`src/rtl/instr_fetch_unit.sv`:
```
// Sequential instruction fetch/issue unit: owns the PC, fetches 16-bit words over a
// req/ready/valid handshake, issues opcode/operand to ControlUnit, and stops on HALT.
module instr_fetch_unit #(
  parameter int PC_WIDTH = 8,
  parameter int RESET_PC = 0
) (
  input  logic                clk,
  input  logic                rst_n,
  output logic                imemReq,
  output logic [PC_WIDTH-1:0] imemAddr,
  input  logic                imemReady,
  input  logic                imemValid,
  input  logic [15:0]         imemData,
  output logic [3:0]          opcode,
  output logic [11:0]         operand,
  output logic                instrValid,
  input  logic                stall,
  input  logic                jump,
  output logic [PC_WIDTH-1:0] pc,
  output logic                halted,
  output logic [15:0]         instrCount,
  output logic [2:0]          dbgState
);

  // Handshake: a fetch is accepted on an edge where imemReq && imemReady (REQ only);
  // the response is taken on an edge where imemValid is high while in WAIT only, so a
  // valid coinciding with acceptance, or arriving outside WAIT, is dropped.
  typedef enum logic [2:0] {
    S_IDLE  = 3'd0,
    S_REQ   = 3'd1,
    S_WAIT  = 3'd2,
    S_ISSUE = 3'd3,
    S_HALT  = 3'd4
  } state_t;

  localparam logic [3:0] OP_HALT = 4'b1111;

  state_t              state_q, state_d;
  logic [PC_WIDTH-1:0] pc_q, pc_d;
  logic [3:0]          opcode_q, opcode_d;
  logic [11:0]         operand_q, operand_d;
  logic [15:0]         count_q, count_d;
  logic                halted_q, halted_d;

  always_ff @(posedge clk) begin
    if (!rst_n) begin
      state_q   <= S_IDLE;
      pc_q      <= PC_WIDTH'(RESET_PC);
      opcode_q  <= 4'd0;
      operand_q <= 12'd0;
      count_q   <= 16'd0;
      halted_q  <= 1'b0;
    end else begin
      state_q   <= state_d;
      pc_q      <= pc_d;
      opcode_q  <= opcode_d;
      operand_q <= operand_d;
      count_q   <= count_d;
      halted_q  <= halted_d;
    end
  end

  always_comb begin
    state_d   = state_q;
    pc_d      = pc_q;
    opcode_d  = opcode_q;
    operand_d = operand_q;
    count_d   = count_q;
    halted_d  = halted_q;
    case (state_q)
      S_IDLE: state_d = S_REQ;
      S_REQ: begin
        if (imemReady) state_d = S_WAIT;
      end
      S_WAIT: begin
        if (imemValid) begin
          opcode_d  = imemData[15:12];
          operand_d = imemData[11:0];
          state_d   = S_ISSUE;
        end
      end
      S_ISSUE: begin
        if (!stall) begin
          count_d = count_q + 16'd1;
          // HALT takes priority over a jump: the PC stays on the HALT word.
          if (opcode_q == OP_HALT) begin
            halted_d = 1'b1;
            state_d  = S_HALT;
          end else begin
            pc_d    = jump ? operand_q[PC_WIDTH-1:0] : pc_q + PC_WIDTH'(1);
            state_d = S_REQ;
          end
        end
      end
      S_HALT:  state_d = S_HALT;
      default: state_d = S_IDLE;
    endcase
  end

  assign imemReq    = (state_q == S_REQ);
  assign imemAddr   = pc_q;
  assign instrValid = (state_q == S_ISSUE);
  assign opcode     = opcode_q;
  assign operand    = operand_q;
  assign pc         = pc_q;
  assign halted     = halted_q;
  assign instrCount = count_q;
  assign dbgState   = state_q;

endmodule

```
`config.mk`:
```
export PLATFORM = sky130hd
export DESIGN_NAME = instr_fetch_unit
export DESIGN_NICKNAME = d
export VERILOG_FILES = /design/src/rtl/instr_fetch_unit.sv
export SDC_FILE = /design/constraint.sdc
export NUM_CORES = 1
export LEC_CHECK = 0
export BUFFER_PORTS_ARGS = -buffer_cell sky130_fd_sc_hd__buf_4
export CELL_PAD_IN_SITES_DETAIL_PLACEMENT = 0
export CELL_PAD_IN_SITES_GLOBAL_PLACEMENT = 2
export CORE_MARGIN = 2
export CORE_UTILIZATION = 24
export CTS_BUF_LIST = sky130_fd_sc_hd__clkbuf_16
export DETAILED_ROUTE_END_ITERATION = 7
export PLACE_DENSITY = 0.78
export SETUP_SLACK_MARGIN = 0.1
export SYNTH_ARGS = -nofsm -noshare
export SYNTH_HDL_FRONTEND = slang
export SYNTH_SLANG_ARGS = --single-unit
```
`constraint.sdc`:
```
create_clock -name clk -period 1.5 [get_ports clk]
set_input_delay 0 -clock clk [delete_from_list [all_inputs] [get_ports clk]]
set_output_delay 0 -clock clk [all_outputs]
set_load 0.1 [all_outputs]
```
## Word level (Yosys, flattened, before mapping)

Index checks and enable logic that the tools add are counted.

- Register bits after elaboration: 44
- Word-level logic and storage cells: 30
- Output and inout bits: 54

- Equality and inequality tests: 8
- $add $sub $neg: 2
- Reduce and logical (&&, ||, !) cells: 6
- Mux-type cells: 6
- Bitwise gates (word level): 2

Operators by type and width:

| kind | number |
|---|---|
| adder 16 x 1 -> 16 bit, second input constant | 1 |
| one-hot mux 3 bit (5 select lines) | 1 |
| two-way mux 3 bit | 4 |
| AND reduction 3 bit | 3 |
| adder 8 x 1 -> 8 bit, second input constant | 1 |
| two-way mux 8 bit | 1 |
| == test 3 x 2 -> 1 bit, second input constant | 2 |
| == test 4 bit, second input constant | 1 |
| inequality test 2 bit, second input constant | 2 |
| AND reduction 2 bit | 2 |
| == test 3 x 1 -> 1 bit, second input constant | 1 |
| == test 3 bit, second input constant | 1 |
| zero test 3 bit | 1 |
| inequality test 2 x 1 -> 1 bit, second input constant | 1 |
| NOT 1 bit | 2 |

## Logic depth before layout (Yosys ltp)

Gate-level depths: netlist of the first run.

- Depth after elaboration: 4
- Gate-level depth with buffers: 7

## Least setup slack after synthesis of the first run

OpenSTA, ideal clock, no wires.

- Path kind: reg-to-reg
- Start: register state_q[0], in the netlist dbgState[0]
- End: register count_q[15], in the netlist instrCount[15]
- Path buffers: 2
- Cell stages (with the launch flop): 7
- Arrival time: 2.366 ns
- Slack: -0.936 ns
- Cell sequence: dfxtp_1 -> buf_4 -> nand4bb_4 -> or2_1 -> buf_6 -> or4_1 -> a21oi_1

- Longest elaborated chain between the ends: 2

RTL lines:

| what | line | RTL |
|---|---|---|
| start, declared | 38 | `state_t state_q, state_d;` |
| start signal, assigned | 54 | `state_q <= state_d;` |
| == test 3 x 2 -> 1 bit | 70 | `case (state_q)` |
| AND reduction 2 bit (no line) | - |  |
| end signal, assigned | 58 | `count_q <= count_d;` |
| end, declared | 42 | `logic [15:0] count_q, count_d;` |

Every way passes these cells.
A chain may end at the register's enable or synchronous reset.

## Worst setup path after layout of the first run

- Start: register state_q[2], in the netlist dbgState[2]
- End: register count_q[11], in the netlist instrCount[11]

The elaborated chain is that of the path after synthesis.

==> metrics.txt, run 1 <==
Worst EP arrival 1.66 ns; number of warnings issued by yosys 0; category of the most critical setup path reg -> reg; Multi-input gate area 1160 sq um; post-synthesis area per instance 8.10 sq um; Cell Area, Synth 2060 sq um; Hold Fails Final Rpt 0; clock root buffer sky130_fd_sc_hd__clkbuf_16; DIE WIDTH 96.7 um; Hold WC Path Type in -> reg; die height 96.7 um; CTS tree yes; sum of negative setup slack 0 ns; count of input and output buffers 75; vias per cell 4.59; top achievable clock speed 690 MHz; dominant cell type by area after synthesis sky130_fd_sc_hd__dfxtp_1; post-synthesis cell type count 42; Detailed Place HPWL 4.31 mm; count of H-tree levels built during CTS 2; switching part of the total power 26.8%; number of iterations in the first detailed-routing pass 4; number of rows in the core area 33; fillers 858; Final Skew 0.00578 ns; clock buffer depth 2; overflow left after global routing 0; post-synthesis net count 279; share of Yosys cell area claimed by the top area cell type 42.7%; final weighted congestion in routability-driven placement 0.781; Worst Setup Start Kind flip-flop; Gate power share 15.6%; Post-synth ARST share 0%; gate count after technology mapping 255; cells on worst reg2reg path 4; maximum number of pins on one net before global-route repair 23; Total Routed Length 6.10 mm; setup ws final 0.0499 ns; min cycle time layout 1.45 ns; Placed Area 2920 sq um; Pins Over Slew Limit 0; global-route wire length before repair 10.0 mm; unrepaired setup endpoints after global routing true; Post-DRT Antenna Nets 0; number of CTS-inserted buffers 5; share of total power in the clock network 39.3%; hold slack final 0.0247 ns; sequential area share after synthesis 42.7%; total of max-cap violations 0; share of the core filled with cells in the final layout 40.9%; data required time of the worst path 1.71 ns; Pleak 0.00135 uW; detail-routed net length per standard cell 13.1 um; antenna violations before repair 0; Worst Path Max Fanout 7; number of design-rule violations left by the first detailed-router iteration 78; number of global-route vias before repair 1965; worst slew margin relative to its limit 76.1%; number of instances on the worst hold path 2; Place WS 0.00134 ns; via count 2130; core area 8260 sq um; All-Layer GR Usage 12.8%; boundary pin count 76; Area Growth Syn to Fin 63.5%; fraction of layout cells with a size suffix above 1 46.2%; Synth Flop Type sky130_fd_sc_hd__dfxtp_1; Die Outline Area 9360 sq um; critical path endpoint category flip-flop; clock sinks 44; sequential cell area 957 sq um; register clock-pin slew on the reported worst setup and hold paths 0.06 ns; sequential power share 45.1%; outcome complete, no violations; Power per Cell Area 774 nW/um^2; Residual DRC 0; clock latency on the worst-skew pair 0.28 ns; starting density of the core 25.0%; VDD IR-drop max 0.000431 V; antenna diode count 0; Post-layout nets 382; largest cells by area after synthesis sky130_fd_sc_hd__dfxtp_1 43%, sky130_fd_sc_hd__nand2_1 9.3%, sky130_fd_sc_hd__a21oi_1 6.3%, sky130_fd_sc_hd__nor2_1 3.8%, sky130_fd_sc_hd__buf_4 3.3%; number of synthesized flops with an enable pin 0; number of synthesized register bits 44; internal power consumption 1910 uW; net load switching power 700 uW; share of the clock period used by the worst path after layout 96.7%; Design Area, Final 3370 sq um; Tightest Pin Transition 0.359 ns; final setup vio count 0
## layout by cell type (no fill, tap or decap), drive strengths merged, types with 5 or more instances in the layout
| master | instances |
|---|---|
| buf | 102 |
| nand2 | 51 |
| dlygate4sd3 | 16 |
| a21oi | 26 |
| nor3 | 5 |
| o21ai | 6 |
| nor2 | 21 |
| xnor2 | 5 |
| nand3 | 13 |
| clkbuf | 5 |
| dfxtp | 44 |
| inv | 5 |
## area by class of cell
cell class	count	share of cell area (%)
well taps	105	3.89
inverters	3	0.334
clock buffers	5	3.71
repair buffers	118	28.8
multi-input cells	186	34.5
clock inverters	3	0.371
flip-flops and latches	44	28.4
## power by group through the flow
stage,Sequential [uW],Combinational (uW),Clock [uW]
global placement,1200,360,0
floorplan,1310,149,0
global route,1180,429,1120
finish,1180,407,1030
CTS,1180,403,1070
detailed placement,1200,361,0
## sequential cells by signal (all words and copies together), names as in the netlist
name / cells
imemAddr: 8
instrCount: 16
halted: 1
operand: 12
dbgState: 3
opcode: 4
## cells in the mapped netlist, types with 4 or more instances
cell,count
sky130_fd_sc_hd__nand2b_1,4
sky130_fd_sc_hd__nor2_1,21
sky130_fd_sc_hd__mux2i_1,4
sky130_fd_sc_hd__buf_4,9
sky130_fd_sc_hd__xnor2_1,5
sky130_fd_sc_hd__a21oi_1,26
sky130_fd_sc_hd__nor3_1,5
sky130_fd_sc_hd__nand3_1,13
sky130_fd_sc_hd__o21ai_0,6
sky130_fd_sc_hd__o31ai_1,4
sky130_fd_sc_hd__nand2_1,51
sky130_fd_sc_hd__clkbuf_1,11
sky130_fd_sc_hd__xor2_1,4
sky130_fd_sc_hd__dfxtp_1,44
## metrics by stage
stage               instances  total power (uW)
CTS                       461              2650
floorplan                 255              1460
global route              464              2730
detailed placement        433              1560
finish                    464              2610
global placement          433              1560
## per-layer routing
| metal | routed length (um) | part of all wire (%) | GRT usage, % |
|---|---|---|---|
| met5 | 0 | 0 | 0 |
| met4 | 48 | 0.79 | 3.03 |
| met3 | 315 | 5.2 | 3.11 |
| met2 | 2870 | 47 | 20.9 |
| met1 | 2860 | 47 | 17.0 |
## worst max-delay path, stage by stage, from the launching register on
cell                        delay (ns)
sky130_fd_sc_hd__dfxtp_4          0.34
sky130_fd_sc_hd__nand4bb_4        0.20
sky130_fd_sc_hd__or2_4            0.29
sky130_fd_sc_hd__or4_1            0.40
sky130_fd_sc_hd__a21oi_1          0.15
## worst paths after layout
check | slack, ns | endpoint | from
setup / recovery | 0.05 | instrCount[11] | dbgState[2]
hold / removal | 0.02 | imemAddr[4] | rst_n
setup reg to reg | 0.05 | instrCount[11] | dbgState[2]
hold reg to reg | 0.46 | operand[10] | operand[10]
## logic make-up (layout without fill, tap and decap cells)
group / Yosys count / after routing / share of synthesized area, %
buffers and inverters: 26 / 129 / 7.15
adders and majority gates: 2 / 2 / 1.21
and+or+nand+nor: 121 / 122 / 29.3
AOI/OAI and AO/OA: 49 / 49 / 13.9
xor gates and xnor gates: 9 / 9 / 3.82
muxes: 4 / 4 / 1.94
DFF: 44 / 44 / 42.7
## what timing repair did
item,4_1_cts,5_1_grt
hold buffers,16,0
setup buffers,3,3
endpoints found under the hold margin,16,0
resized for setup,15,15
pin swaps,5,12
gates cloned,1,0
endpoints found under the setup margin,15,33
Power figures use the tool's default switching activity.
==> run 2: changes to the inputs <==
--- a/config.mk
+++ b/config.mk
@@ -8,6 +8,7 @@
 export BUFFER_PORTS_ARGS = -buffer_cell sky130_fd_sc_hd__buf_4
 export CELL_PAD_IN_SITES_DETAIL_PLACEMENT = 0
 export CELL_PAD_IN_SITES_GLOBAL_PLACEMENT = 2
+export CORE_ASPECT_RATIO = 0.6
 export CORE_MARGIN = 2
 export CORE_UTILIZATION = 24
 export CTS_BUF_LIST = sky130_fd_sc_hd__clkbuf_16
==> run 2 against run 1 <==
  * Die area grew 0.26%
  * Via count rose by 1.6%
  * Combinational power rose by 1%
  * Critical path type unchanged
  * Sequential power about the same
  * Clock power about the same
  * Critical endpoint unchanged
  * Sequential cell count stayed put
  * Non-clock buffer count increased by 3
  * Sequential share of layout area decreased by 0.39 points
  * Total power increased by 1.3%
==> metrics.txt, run 2 (synthesized netlist as in run 1, its figures left out) <==
unrepaired setup endpoints after global routing true; Residual DRC 0 (unchanged); worst-case register-to-register setup slack 0.03 ns (-0.02 ns); final weighted congestion in routability-driven placement 0.735 (-5.9%); Worst EP arrival 1.69 ns (+0.03 ns); count of input and output buffers 75 (unchanged); share of the clock period used by the worst path after layout 98.2% (+1.6 points); number of CTS-inserted buffers 5 (unchanged); Area Growth Syn to Fin 66.2%; number of iterations in the first detailed-routing pass 4 (unchanged); Total Routed Length 6.53 mm (+7.2%); critical path endpoint category flip-flop; antenna diode count 0 (unchanged); Pins Over Slew Limit 0 (unchanged); worst hold path startpoint rst_n; Final Skew 0.00799 ns (+0.00221 ns); clock buffer depth 2 (unchanged); clock root buffer sky130_fd_sc_hd__clkbuf_16; min cycle time layout 1.47 ns (+0.0236 ns); commonest non-fill, non-tap cell in the layout sky130_fd_sc_hd__buf_4; vias per cell 4.57 (-0.55%); Crit path largest cell delay 0.48 ns (+0.08 ns); maximum number of pins on one net before global-route repair 21 (-8.7%); clock latency on the worst-skew pair 0.29 ns (about the same); detail-routed net length per standard cell 13.8 um (+4.9%); core area 8430 sq um (+2.0%); Pleak 0.00137 uW (+1.2%); Detailed Place HPWL 4.64 mm (+7.7%); list of cells traversed by the critical path nand4_1 > or2_4 > or4_4 > a21oi_2; total of max-cap violations 0 (unchanged); category of the most critical setup path reg -> reg; VDD IR-drop max 0.000364 V (-15%); register clock-pin slew on the reported worst setup and hold paths 0.06 ns (about the same); global-route wire length before repair 10.3 mm (+2.3%); endpoint of the most critical register-to-register path instrCount[11]; Hold Fails Final Rpt 0 (unchanged); worst slew margin relative to its limit 71.1% (-4.9 points); number of rows in the core area 26 (-21%); number of buffer and inverter instances along the worst setup path 0 (unchanged); number of instances on the worst hold path 2 (unchanged); boundary pin count 76 (unchanged); data required time of the worst path 1.71 ns (about the same); cells on worst reg2reg path 4 (unchanged); CTS tree yes; Die Outline Area 9380 sq um (+0.26%); number of flip-flops under the largest register name 16 (unchanged); Power per Cell Area 771 nW/um^2 (-0.33%); share of the core filled with cells in the final layout 40.7% (-0.14 points); most frequent cells in the layout 96 x sky130_fd_sc_hd__buf_4, 48 x sky130_fd_sc_hd__nand2_1, 22 x sky130_fd_sc_hd__a21oi_1; Worst Path Max Fanout 4 (-3); sum of negative setup slack 0 ns (unchanged); Worst Setup Start Kind flip-flop; number of global-route vias before repair 2059 (+4.8%); startpoint of the worst register-to-register path instrCount[6]; Hold WC Path Type in -> reg; number of design-rule violations left by the first detailed-router iteration 107 (+37%); worst-path cell with the longest stage delay sky130_fd_sc_hd__or4_4; fraction of layout cells with a size suffix above 1 48.6% (+2.4 points); antenna violations before repair 0 (unchanged); outcome complete, no violations; die height 75.8 um (-22%); All-Layer GR Usage 14.2% (+1.4 points); final setup vio count 0 (unchanged); via count 2164 (+1.6%); DIE WIDTH 124 um (+28%); Post-DRT Antenna Nets 0 (unchanged); Tightest Pin Transition 0.432 ns (+0.0739 ns); Worst path top cell family by delay simple AND/OR/NAND/NOR gates; Worst Hold Path EP imemAddr[4]; Post-layout nets 385 (+0.79%); count of H-tree levels built during CTS 2 (unchanged); top achievable clock speed 679 MHz (-1.6%); starting density of the core 24.5% (-0.50 points); overflow left after global routing 0 (unchanged); clock sinks 44 (unchanged)
==> run 2: cell types whose count changed in the layout (fill, tap and decap cells not counted), moves of 2 or more <==
cell / before / now
sky130_fd_sc_hd__o21ai_1: 3 / 1
sky130_fd_sc_hd__inv_1: 5 / 3
sky130_fd_sc_hd__a21oi_2: 1 / 4
sky130_fd_sc_hd__o21ai_2: 1 / 3
sky130_fd_sc_hd__o22ai_2: 0 / 2
sky130_fd_sc_hd__buf_4: 93 / 96
sky130_fd_sc_hd__o22ai_1: 2 / 0
sky130_fd_sc_hd__a21oi_1: 25 / 22
==> run 2: layer usage <==
metal,wire length (um),vias up,GRT usage (%)
li1,-,1096,-
met1,3300,1005,20.7
met2,2800,53,20.8
met3,377,10,3.89
met4,60,0,3.41
met5,0,-,0
==> run 2: what timing repair did <==
item / in CTS / in global routing
hold endpoints to repair: 16 / 0
gates resized for setup: 9 / 28
cloned: 0 / 1
setup endpoints to repair: 11 / 37
hold buffers: 16 / 0
pin swaps: 6 / 13
buffers inserted: 8 / 1
==> run 2: layout make-up <==
class / count / area (sq um)
Multi-Input combinational cell: 186 / 1190
Clock buffer: 5 / 125
Fill cell: 854 / 4990
Sequential cell: 44 / 960
Timing Repair Buffer: 121 / 995
Tap cell: 112 / 140
Inverter: 3 / 11.3
Clock inverter: 3 / 13.8
==> run 2: worst reg2reg max path, stage by stage (launching register included) <==
cell and delay (ns):
sky130_fd_sc_hd__dfxtp_4 0.35, sky130_fd_sc_hd__nand4_1 0.14, sky130_fd_sc_hd__or2_4 0.28, sky130_fd_sc_hd__or4_4 0.48, sky130_fd_sc_hd__a21oi_2 0.14
==> run 2: worst max path at each step <==
stage                                 to            from  cells after the start
after floorplan           instrCount[11]     dbgState[1]                      6
after global placement    instrCount[12]     dbgState[2]                      6
after detailed placement  instrCount[11]     dbgState[2]                      4
after CTS                 instrCount[11]     dbgState[2]                      4
after global routing      instrCount[15]  instrCount[10]                      4
final                     instrCount[11]   instrCount[6]                      4
==> run 2: power breakdown <==
group | internal, uW | total, uW | switching (uW)
sequential | 1160 | 1180 | 16.2
combinational | 149 | 411 | 263
clock | 605 | 1060 | 454
total | 1910 | 2650 | 733
==> run 2: stage by stage <==
| step | setup WS (ns) | hold WS [ns] | power (uW) | area [sq um] | instances |
|---|---|---|---|---|---|
| after floorplan | -0.344 | 0.126 | 1460 | 2230 | 255 |
| after global placement | 0.0321 | 0.247 | 1560 | 2920 | 440 |
| after detailed placement | -0.0000897 | 0.249 | 1570 | 2920 | 440 |
| after CTS | 0.00428 | 0.0172 | 2670 | 3320 | 472 |
| after global routing | -0.0190 | 0.0243 | 2770 | 3430 | 474 |
| final | 0.0263 | 0.0218 | 2650 | 3430 | 474 |
